## src/rtl/wormhole_port_alloc.sv

```systemverilog
// rtl/wormhole_port_alloc.sv - wormhole output-port allocator with matrix arbitration and credit flow control
module wormhole_port_alloc #(
    parameter int IN_N    = 5,
    parameter int CREDITS = 4,
    localparam int SW     = (IN_N > 1) ? $clog2(IN_N) : 1,
    localparam int CW     = $clog2(CREDITS + 1)
) (
    input  logic            clk_i,
    input  logic            rst_i,
    input  logic [IN_N-1:0] req_i,
    input  logic [IN_N-1:0] tail_i,
    input  logic            credit_i,
    output logic [IN_N-1:0] ack_o,
    output logic [SW-1:0]   sel_o,
    output logic            fwd_o,
    output logic            busy_o,
    output logic [CW-1:0]   credits_o,
    output logic            err_o
);

    // Only pairs (i, j) with i < j are stored; bit set means i beats j.
    localparam int NPAIR = (IN_N * (IN_N - 1)) / 2;

    typedef enum logic {
        IDLE   = 1'b0,
        LOCKED = 1'b1
    } state_t;

    state_t            state_q, state_d;
    logic [SW-1:0]     owner_q, owner_d;
    logic [NPAIR-1:0]  prio_q, prio_d;
    logic [CW-1:0]     credits_q;
    logic              err_q;

    logic [IN_N*IN_N-1:0] beats;      // beats[i*IN_N+j]: input i beats input j
    logic [IN_N-1:0]      win;
    logic [SW-1:0]        win_idx;
    logic                 has_credit;
    logic                 xfer;
    logic                 tail_xfer;

    function automatic int pidx(input int i, input int j);
        return i * IN_N - (i * (i + 1)) / 2 + (j - i - 1);
    endfunction

    // Expand the stored upper triangle into the full antisymmetric matrix.
    for (genvar gi = 0; gi < IN_N; gi++) begin : g_row
        for (genvar gj = 0; gj < IN_N; gj++) begin : g_col
            if (gi < gj) begin : g_upper
                assign beats[gi*IN_N+gj] = prio_q[pidx(gi, gj)];
            end else if (gi > gj) begin : g_lower
                assign beats[gi*IN_N+gj] = ~prio_q[pidx(gj, gi)];
            end else begin : g_diag
                assign beats[gi*IN_N+gj] = 1'b0;
            end
        end
    end

    // A requester wins when no other requester beats it.
    always_comb begin
        win = '0;
        for (int i = 0; i < IN_N; i++) begin
            logic blocked;
            blocked = 1'b0;
            for (int j = 0; j < IN_N; j++) begin
                if (j != i && req_i[j] && beats[j*IN_N+i]) begin
                    blocked = 1'b1;
                end
            end
            win[i] = req_i[i] & ~blocked;
        end
    end

    // Encode the one-hot winner; zero when nobody requests.
    always_comb begin
        win_idx = '0;
        for (int i = 0; i < IN_N; i++) begin
            if (win[i]) begin
                win_idx = SW'(i);
            end
        end
    end

    assign has_credit = (credits_q != '0);

    // Next-state, grant and mux-select decode.
    always_comb begin
        state_d   = state_q;
        owner_d   = owner_q;
        ack_o     = '0;
        sel_o     = '0;
        tail_xfer = 1'b0;
        case (state_q)
            IDLE: begin
                sel_o = win_idx;
                if (!rst_i && (|req_i) && has_credit) begin
                    ack_o = win;
                    if (|(win & tail_i)) begin
                        tail_xfer = 1'b1;
                    end else begin
                        state_d = LOCKED;
                        owner_d = win_idx;
                    end
                end
            end
            LOCKED: begin
                sel_o = owner_q;
                if (!rst_i && req_i[owner_q] && has_credit) begin
                    ack_o[owner_q] = 1'b1;
                    if (tail_i[owner_q]) begin
                        tail_xfer = 1'b1;
                        state_d   = IDLE;
                    end
                end
            end
            default: begin
                state_d = IDLE;
            end
        endcase
    end

    assign xfer = |ack_o;

    // On a tail transfer the sender (sel_o) drops below every other input.
    for (genvar gi = 0; gi < IN_N; gi++) begin : g_prow
        for (genvar gj = gi + 1; gj < IN_N; gj++) begin : g_pcol
            assign prio_d[pidx(gi, gj)] =
                (tail_xfer && sel_o == SW'(gi)) ? 1'b0 :
                (tail_xfer && sel_o == SW'(gj)) ? 1'b1 :
                prio_q[pidx(gi, gj)];
        end
    end

    // State, owner and priority registers.
    always_ff @(posedge clk_i) begin
        if (rst_i) begin
            state_q <= IDLE;
            owner_q <= '0;
            prio_q  <= '1;
        end else begin
            state_q <= state_d;
            owner_q <= owner_d;
            prio_q  <= prio_d;
        end
    end

    // Downstream credit counter with sticky overflow flag.
    always_ff @(posedge clk_i) begin
        if (rst_i) begin
            credits_q <= CW'(CREDITS);
            err_q     <= 1'b0;
        end else if (xfer && !credit_i) begin
            credits_q <= credits_q - 1'b1;
        end else if (credit_i && !xfer) begin
            if (credits_q == CW'(CREDITS)) begin
                err_q <= 1'b1;
            end else begin
                credits_q <= credits_q + 1'b1;
            end
        end
    end

    assign fwd_o     = xfer;
    assign busy_o    = (state_q == LOCKED);
    assign credits_o = credits_q;
    assign err_o     = err_q;

endmodule

```

## config.mk

```make
export PLATFORM = sky130hd
export DESIGN_NAME = wormhole_port_alloc
export DESIGN_NICKNAME = d
export VERILOG_FILES = /design/src/rtl/wormhole_port_alloc.sv
export SDC_FILE = /design/constraint.sdc
export NUM_CORES = 1
export LEC_CHECK = 0
export BUFFER_PORTS_ARGS = -buffer_cell sky130_fd_sc_hd__buf_2
export CORE_ASPECT_RATIO = 0.8
export CORE_UTILIZATION = 32
export CTS_BUF_LIST = sky130_fd_sc_hd__clkbuf_8
export CTS_CLUSTER_SIZE = 40
export DETAILED_ROUTE_END_ITERATION = 12
export PLACE_DENSITY_LB_ADDON = 0.25
export SLEW_MARGIN = 30
export SYNTH_ARGS = -nofsm -noshare
export SYNTH_HDL_FRONTEND = slang
export SYNTH_SLANG_ARGS = --single-unit
```

## constraint.sdc

```tcl
create_clock -name clk_i -period 4.08 [get_ports clk_i]
set_input_delay 0.612 -clock clk_i [delete_from_list [all_inputs] [get_ports clk_i]]
set_output_delay 0.612 -clock clk_i [all_outputs]
set_load 0.01 [all_outputs]
```

==> metrics.log, run 1 <==
[metrics] result of the run: finished, final reports clean
[metrics] die span in x: 76.1 um
[metrics] Routed Wire Length: 3680 um
[metrics] internal power consumption: 489 uW
[metrics] port buffer count: 26
[metrics] Worst Hold Launch: err_o
[metrics] critical path arrival: 3.36 ns
[metrics] cells after synthesis: 159
[metrics] most common cell after layout, fill and taps aside: buf_2
[metrics] max_cap viols: 0
[metrics] vias in the first global route: 1,237
[metrics] number of synthesized flops with an enable pin: 0
[metrics] setup fix buffers added after clock tree synthesis: 0
[metrics] Layout Area Growth over Synthesis: 15.3%
[metrics] DR vias: 1,328
[metrics] Max Buffers Root-to-Sink: 2
[metrics] antenna violations before repair: 0
[metrics] largest net degree at the start of global routing: 24
[metrics] Vert. Die Dim: 61.3 um
[metrics] synthesized flop and latch total: 18
[metrics] netlist area before placement: 0.00141 mm^2
[metrics] Mapped Nets: 175
[metrics] number of nets with antenna violations after detailed routing: 0
[metrics] peak supply drop: 0.240 mV
[metrics] share of flip-flops with an asynchronous set or reset after synthesis: 0%
[metrics] worst setup path startpoint: owner_q[2]
[metrics] Sw Pwr: 333 uW
[metrics] number of H-tree branching levels: 1
[metrics] number of clock buffers inserted by TritonCTS: 3
[metrics] clock share of power: 17.9%
[metrics] part of the Yosys area used for sequential elements: 25.6%
[metrics] Starting Density: 33.4%
[metrics] via count normalized by instance count: 5.56
[metrics] worst slew pin tran: 0.553 ns
[metrics] placer's final routability congestion estimate: 0.931
[metrics] wire length per cell: 15.4 um
[metrics] total I/O pin count: 27
[metrics] post-synth cell types: 59
[metrics] GRT Overall Usage: 16.7%
[metrics] CTS hold repair buffers: 0
[metrics] number of warnings reported in the yosys synthesis log: 0
[metrics] endpoint type of the worst setup path: flip-flop
[metrics] clock-pin slew reported for the worst setup and hold paths after clock tree synthesis: 0.07 ns
[metrics] area of the placeable core: 0.00420 mm^2
[metrics] r2r startpoint: owner_q[2]
[metrics] part of the total power dissipated in sequential elements: 35.1%
[metrics] DRC violations left: 0
[metrics] Comb pwr share: 46.9%
[metrics] CTS Root Cell: clkbuf_8
[metrics] number of endpoints failing setup at the final stage: 0
[metrics] count of nets after finishing: 199
[metrics] Slew HR: 62.6%
[metrics] P_leak: 0.000700 uW
[metrics] GRT Residual Overflow: 0
[metrics] number of DRC violations after detailed-routing iteration 0: 66
[metrics] Period minus WS final: 3.24 ns
[metrics] global-route wire length before repair: 6090 um
[metrics] CP Data Required Time: 4.20 ns
[metrics] Max Fanout on Critical Path: 11
[metrics] Max Fclk: 309 MHz
[metrics] ant diodes: 0
[metrics] setup tns final: 0 ns
[metrics] sort of element at the start of the critical path: flip-flop
[metrics] pins over their slew limit: 0
[metrics] worst setup skew after layout: 0.00221 ns
[metrics] Main synth FF type: dfxtp_1
[metrics] pwr dens: 507 mW/mm^2
[metrics] commonest cells after routing, fill and taps aside: buf_2 (26), dfxtp_1 (18), nor2_1 (16)
[metrics] switching fraction of total power: 40.5%
[metrics] fraction of layout cells with a size suffix above 1: 32.4%
[metrics] number of instances resized during post-cts repair: 0
[metrics] classification of the worst-slack hold path: reg -> reg
[metrics] final clock period utilization by the worst path: 79.4%
[metrics] unrepaired setup endpoints after global routing: false
[metrics] total die area: 0.00466 mm^2
[metrics] site row count: 21
[metrics] post-synthesis average cell area: 8.84 um^2
[metrics] post-DP HPWL: 2790 um
[metrics] sinks on the clock net: 18
[metrics] type of the worst setup path: reg -> reg
[metrics] worst-skew pair later-pin latency: 0.25 ns
[metrics] final hold viol count: 0
[metrics] utilization after layout: 38.5%
[metrics] CTS tree: built
[metrics] TritonRoute pass-1 iters: 4
==> power groups by stage <==
stage	registers, uW	logic (uW)	clock network [uW]
floorplan	269	295	0
global placement	289	376	0
detailed placement	290	384	0
CTS	287	385	151
global route	299	426	162
finish	289	386	147
==> state kept, by name, indices dropped and copies added, names as in the netlist <==
name / cells
prio_q: 10
credits_o: 3
owner_q: 3
busy_o: 1
err_o: 1
==> cell type report <==
| cell class | count | area, um^2 |
|---|---|---|
| clock buffers | 4 | 55.1 |
| fillers | 439 | 2580 |
| inverters | 13 | 48.8 |
| multi-input cells | 120 | 947 |
| flip-flops and latches | 18 | 360 |
| well taps | 57 | 71.3 |
| repair buffers | 27 | 138 |
==> stage by stage <==
step | instance area [um^2] | total power [uW] | hold WS [ns] | cells | setup slack (ns)
after floorplan | 1410 | 563 | 0.493 | 159 | 0.836
after global routing | 1620 | 887 | 0.499 | 239 | 0.542
after global placement | 1570 | 665 | 0.455 | 235 | 0.723
final | 1620 | 822 | 0.468 | 239 | 0.842
after CTS | 1620 | 823 | 0.473 | 239 | 0.887
after detailed placement | 1570 | 674 | 0.456 | 235 | 0.642
==> cell usage after synthesis, types with 2 or more instances <==
cell      count  share of area, %
dfxtp_1      18                26
nor2_1       16               4.3
inv_1        13               3.5
mux2i_1       9               6.4
nand2_1       8               2.1
or2_2         5               2.2
a21oi_1       4               1.4
a31o_2        4               2.5
nand2b_1      4               1.8
nand4_1       4               1.8
or4_1         4               2.1
buf_2         3               1.1
clkbuf_1      3              0.80
o211a_1       3               2.1
o211ai_1      3               1.6
o21ai_0       3               1.1
a222oi_1      2               1.4
a22o_1        2               1.2
a22oi_1       2               1.1
buf_6         2               1.6
ha_1          2               1.8
nor2b_1       2              0.89
nor4_1        2              0.89
o211ai_2      2               1.8
o21ai_2       2               1.2
o221a_2       2               1.6
o311ai_0      2               1.2
o31ai_1       2               1.1
==> metal layers <==
layer	wire length, um	track usage [%]
met1	1730	21.4
met2	1770	29.9
met3	160	4.00
met4	12	2.75
met5	0	0
==> worst max-delay path, stage by stage, from the launching register on <==
cell and delay, ns:
dfxtp_1 0.57, mux2i_1 0.15, o21a_1 0.20, o22ai_1 0.20
nand2_1 0.15, o41ai_1 0.49, or4_1 0.23, ha_1 0.19
inv_1 0.08, fa_1 0.37, xor2_1 0.16, o21ai_0 0.16
o311ai_0 0.16
==> logic make-up after synthesis <==
group / Yosys count / synth area share (%)
AO/OA/AOI/OAI: 47 / 30.8
adder cells (fa/ha/maj): 3 / 3.21
XOR/XNOR: 1 / 0.623
buffers and inverters: 21 / 6.95
flip-flops: 18 / 25.6
multiplexers: 10 / 7.21
AND/OR/NAND/NOR: 59 / 25.6
==> worst paths after layout <==
check / cells after the start / end / slack (ns)
worst max-delay path: 12 / credits_o[2] / 0.84
worst max register to register: 12 / credits_o[2] / 0.84
worst min register to register: 2 / err_o / 0.47
worst min-delay path: 2 / err_o / 0.47
Note: power is estimated with default switching activity, not from simulation.
==> run 2, diff against run 1 <==
clock period = 3.4 ns   (was 4.08 ns; I/O delays follow)
==> metrics.log, run 2 (synthesis results as in run 1) <==
[metrics] worst-skew pair later-pin latency: 0.25 ns
[metrics] DR vias: 1,357
[metrics] fillers: 441
[metrics] Biggest register: prio_q
[metrics] final hold viol count: 0
[metrics] final hold slack: 0.469 ns
[metrics] ant diodes: 0
[metrics] result of the run: finished, final reports clean
[metrics] total area of sequential cells: 360 um^2
[metrics] CTS Root Cell: clkbuf_8
[metrics] number of endpoints failing setup at the final stage: 0
[metrics] Routed Wire Length: 3700 um
[metrics] unrepaired setup endpoints after global routing: false
[metrics] vias in the first global route: 1,271
[metrics] type of the worst setup path: reg -> reg
[metrics] CTS tree: built
[metrics] number of clock buffers inserted by TritonCTS: 3
[metrics] clock-pin slew reported for the worst setup and hold paths after clock tree synthesis: 0.07 ns
[metrics] setup fix buffers added after clock tree synthesis: 0
[metrics] pwr dens: 606 mW/mm^2
[metrics] Worst Hold Depth: 2
[metrics] die span in x: 76.1 um
[metrics] Worst Hold Launch: err_o
[metrics] critical path arrival: 3.18 ns
[metrics] max_cap viols: 0
[metrics] TritonRoute pass-1 iters: 4
[metrics] total die area: 0.00466 mm^2
[metrics] pins over their slew limit: 0
[metrics] Starting Density: 33.4%
[metrics] via count normalized by instance count: 5.65
[metrics] wire length per cell: 15.4 um
[metrics] site row count: 21
[metrics] peak supply drop: 0.356 mV
[metrics] r2r startpoint: owner_q[2]
[metrics] Vert. Die Dim: 61.3 um
[metrics] Max Fanout on Critical Path: 11
[metrics] final clock period utilization by the worst path: 90.0%
[metrics] fraction of layout cells with a size suffix above 1: 33.3%
[metrics] area of the placeable core: 0.00420 mm^2
[metrics] commonest cells after routing, fill and taps aside: buf_2 (26), dfxtp_1 (18), nor2_1 (16)
[metrics] GRT Residual Overflow: 0
[metrics] port buffer count: 26
[metrics] DRC violations left: 0
[metrics] placer's final routability congestion estimate: 0.916
[metrics] number of nets with antenna violations after detailed routing: 0
[metrics] Layout Area Growth over Synthesis: 16.4%
[metrics] Period minus WS final: 3.06 ns
[metrics] flop2flop setup slack: 0.34 ns
[metrics] number of DRC violations after detailed-routing iteration 0: 63
[metrics] count of nets after finishing: 200
[metrics] global-route wire length before repair: 5910 um
[metrics] area of combinational cells with multiple inputs: 955 um^2
[metrics] GRT Overall Usage: 16.1%
[metrics] antenna violations before repair: 0
[metrics] total I/O pin count: 27
[metrics] Slew HR: 62.7%
[metrics] Max Buffers Root-to-Sink: 2
[metrics] Max Fclk: 327 MHz
[metrics] worst slew pin tran: 0.556 ns
[metrics] CP Data Required Time: 3.52 ns
[metrics] r2r worst-path depth: 12
[metrics] endpoint type of the worst setup path: flip-flop
[metrics] sinks on the clock net: 18
[metrics] P_leak: 0.000711 uW
[metrics] classification of the worst-slack hold path: reg -> reg
[metrics] post-DP HPWL: 2790 um
[metrics] flip-flop count of the largest register, all copies and words added: 10
[metrics] worst-case hold path end point: err_o
[metrics] largest net degree at the start of global routing: 24
[metrics] sort of element at the start of the critical path: flip-flop
[metrics] Crit Reg-Reg Endpoint: credits_o[2]
[metrics] most common cell after layout, fill and taps aside: buf_2
[metrics] number of H-tree branching levels: 1
[metrics] worst setup skew after layout: 0.00301 ns
[metrics] setup tns final: 0 ns
[run 2: layer usage]
layer | global-route usage (%) | share of wire (%)
met4 | 2.47 | 0.32
met1 | 20.5 | 47
met5 | 0 | 0
met3 | 3.85 | 4.4
met2 | 29.1 | 48
[run 2: report_power, final]
group / internal (uW) / switching, uW / total, uW
sequential: 275 / 74.0 / 349
combinational: 212 / 255 / 467
clock: 103 / 72.5 / 175
[run 2: area by class of cell]
cell class | count | area share, %
tap | 57 | 4.36
inverter | 13 | 2.98
sequential | 18 | 22.0
timing repair buffer | 28 | 8.88
clock buffer | 4 | 3.37
multi-input combinational | 120 | 58.4
[run 2: worst max path at each step]
stage / start / end / slack [ns] / depth (start not counted)
4_1_cts: owner_q[2] / credits_o[2] / 0.24 / 12
6_report: owner_q[2] / credits_o[2] / 0.34 / 12
5_1_grt: owner_q[2] / credits_o[2] / 0.03 / 12
3_3_place_gp: req_i[0] / credits_o[1] / 0.15 / 13
3_5_place_dp: req_i[0] / credits_o[1] / 0.11 / 13
2_1_floorplan: req_i[4] / credits_o[1] / 0.26 / 12
[run 2: stage by stage]
step | setup slack, ns | power (uW) | utilization, % | cells | instance area, um^2
after floorplan | 0.258 | 676 | - | 159 | 1410
after global routing | 0.0298 | 1060 | 38.9 | 240 | 1640
final | 0.340 | 991 | 38.9 | 240 | 1640
after CTS | 0.238 | 992 | 38.7 | 240 | 1630
after detailed placement | 0.107 | 814 | 37.4 | 236 | 1570
after global placement | 0.148 | 799 | 37.4 | 236 | 1570
[run 2: timing repair]
action	in CTS	in global routing
endpoints found under the setup margin	0	1
hold buffers	0	0
gates resized for setup	0	1
[run 2: worst max-delay path, cell delays in order (launching register included)]
cell	delay, ns
dfxtp_1	0.57
mux2i_1	0.13
o21a_1	0.20
o22ai_1	0.19
nand2_1	0.16
o31ai_1	0.36
or4_1	0.21
ha_1	0.19
inv_1	0.07
fa_1	0.37
xor2_1	0.16
o21ai_0	0.16
o311ai_0	0.15
==> run 3, diff against run 2 <==
SETUP_SLACK_MARGIN = 0.5   (was unset)
==> metrics.log, run 3 (synthesis results as in run 1) <==
[metrics] result of the run: finished, final reports clean
[metrics] CP Capture Point: credits_o[1]
[metrics] most common cell after layout, fill and taps aside: buf_2
[metrics] Max Fclk: 341 MHz
[metrics] GRT Residual Overflow: 0
[metrics] utilization after layout: 40.8%
[metrics] number of nets with antenna violations after detailed routing: 0
[metrics] CTS tree: built
[metrics] placed cell count: 237
[metrics] GRT Overall Usage: 16.9%
[metrics] setup tns final: 0 ns
[metrics] number of clock buffers inserted by TritonCTS: 3
[metrics] pwr dens: 585 mW/mm^2
[metrics] fraction of layout cells with a size suffix above 1: 38.0%
[metrics] DR top layer: met4
[metrics] vias in the first global route: 1,222
[metrics] worst setup skew after layout: 0.000714 ns
[metrics] post-DP HPWL: 2880 um
[metrics] number of endpoints failing setup at the final stage: 0
[metrics] Starting Density: 33.4%
[metrics] port buffer count: 26
[metrics] Layout Area Growth over Synthesis: 22.1%
[metrics] worst-skew pair later-pin latency: 0.25 ns
[metrics] met3 wire len: 152 um
[metrics] Crit Reg-Reg Endpoint: credits_o[2]
[metrics] largest net degree at the start of global routing: 24
[metrics] count of nets after finishing: 202
[metrics] Vert. Die Dim: 61.3 um
[metrics] critical path arrival: 3.12 ns
[metrics] CP Data Required Time: 3.59 ns
[metrics] CTS Root Cell: clkbuf_8
[metrics] Routed Wire Length: 3730 um
[metrics] total I/O pin count: 27
[metrics] placer's final routability congestion estimate: 0.876
[metrics] global-route wire length before repair: 6110 um
[metrics] via count normalized by instance count: 5.63
[metrics] ant diodes: 0
[metrics] unrepaired setup endpoints after global routing: true
[metrics] flop2flop setup slack: 0.57 ns
[metrics] sort of element at the start of the critical path: primary input
[metrics] clock-pin slew reported for the worst setup and hold paths after clock tree synthesis: 0.07 ns
[metrics] final hold viol count: 0
[metrics] endpoint type of the worst setup path: flip-flop
[metrics] Slew HR: 67.7%
[metrics] worst slew pin tran: 0.481 ns
[metrics] number of H-tree branching levels: 1
[metrics] number of DRC violations after detailed-routing iteration 0: 66
[metrics] TritonRoute pass-1 iters: 4
[metrics] site row count: 21
[metrics] P_leak: 0.000729 uW
[metrics] peak supply drop: 0.237 mV
[metrics] commonest cells after routing, fill and taps aside: buf_2 (22), dfxtp_1 (18), nor2_1 (16)
[metrics] antenna violations before repair: 0
[metrics] max_cap viols: 0
[metrics] detailed-routing wirelength on met1: 1880 um
[metrics] worst setup path startpoint: req_i[4]
[metrics] final setup margin: 0.467 ns
[metrics] final clock period utilization by the worst path: 86.3%
[metrics] post-layout instance count excluding filler cells: 241
[metrics] DRC violations left: 0
[metrics] flip-flop count of the largest register, all copies and words added: 10
[metrics] Max Fanout on Critical Path: 6
[metrics] Period minus WS final: 2.93 ns
[metrics] r2r startpoint: owner_q[0]
[metrics] DR vias: 1,356
[metrics] classification of the worst-slack hold path: reg -> reg
[metrics] Biggest register: prio_q
[metrics] Worst Hold Launch: err_o
[metrics] final hold slack: 0.500 ns
[metrics] worst slack at placement: 0.160 ns
[metrics] r2r worst-path depth: 12
[metrics] Max Buffers Root-to-Sink: 2
[metrics] routed length on met2: 1640 um
[metrics] area of the placeable core: 0.00420 mm^2
[metrics] die span in x: 76.1 um
[metrics] sinks on the clock net: 18
[metrics] type of the worst setup path: in -> reg
[metrics] wire length per cell: 15.5 um
[metrics] CTS hold repair buffers: 0
[metrics] total die area: 0.00466 mm^2
[metrics] pins over their slew limit: 0
==> run 3: changes by cell type in the layout (fill, tap and decap cells not counted), sizes merged <==
cell    delta
buf        +2
clkbuf     -1
==> run 3: cell type report <==
class,instances,area (um^2)
Clock buffer,3,41.3
Fill cell,443,2490
Multi-Input combinational cell,120,1010
Sequential cell,18,360
Inverter,13,48.8
Timing Repair Buffer,30,185
Tap cell,57,71.3
==> run 3: repair_timing <==
action,CTS,global route
buffers inserted,0,1
setup endpoints to repair,3,3
gates resized for setup,6,5
==> run 3: worst max-delay path, stage by stage <==
cell      delay [ns]
buf_8           0.10
or4_4           0.54
nor2_4          0.14
nor4_4          0.07
a22o_1          0.25
nand3b_4        0.16
or4_4           0.45
ha_4            0.19
inv_2           0.06
fa_2            0.42
nor2_1          0.11
a21oi_1         0.05
nor2_1          0.09
==> run 3: metal layers <==
| metal | GRT usage, % | up-vias |
|---|---|---|
| met5 | 0 | - |
| met4 | 6.04 | 0 |
| met3 | 4.00 | 6 |
| met2 | 26.4 | 31 |
| met1 | 23.3 | 664 |
| li1 | - | 655 |
==> run 3: per-stage QoR <==
stage	instance area [um^2]	total power (uW)
after detailed placement	1620	842
after global placement	1620	827
after floorplan	1450	699
after global routing	1720	1080
final	1720	1000
after CTS	1690	1000
==> run 3: worst min path at each step <==
stage,endpoint,cells past startpoint
6_report,err_o,2
3_3_place_gp,err_o,2
4_1_cts,err_o,2
3_5_place_dp,err_o,2
2_1_floorplan,prio_q[3],2
5_1_grt,err_o,2
==> run 3: where the power goes <==
part	internal, uW	switching [uW]	total (uW)
Clock	78.7	70.1	149
Combinational	239	267	506
Sequential	275	73.6	348
Total	593	410	1000
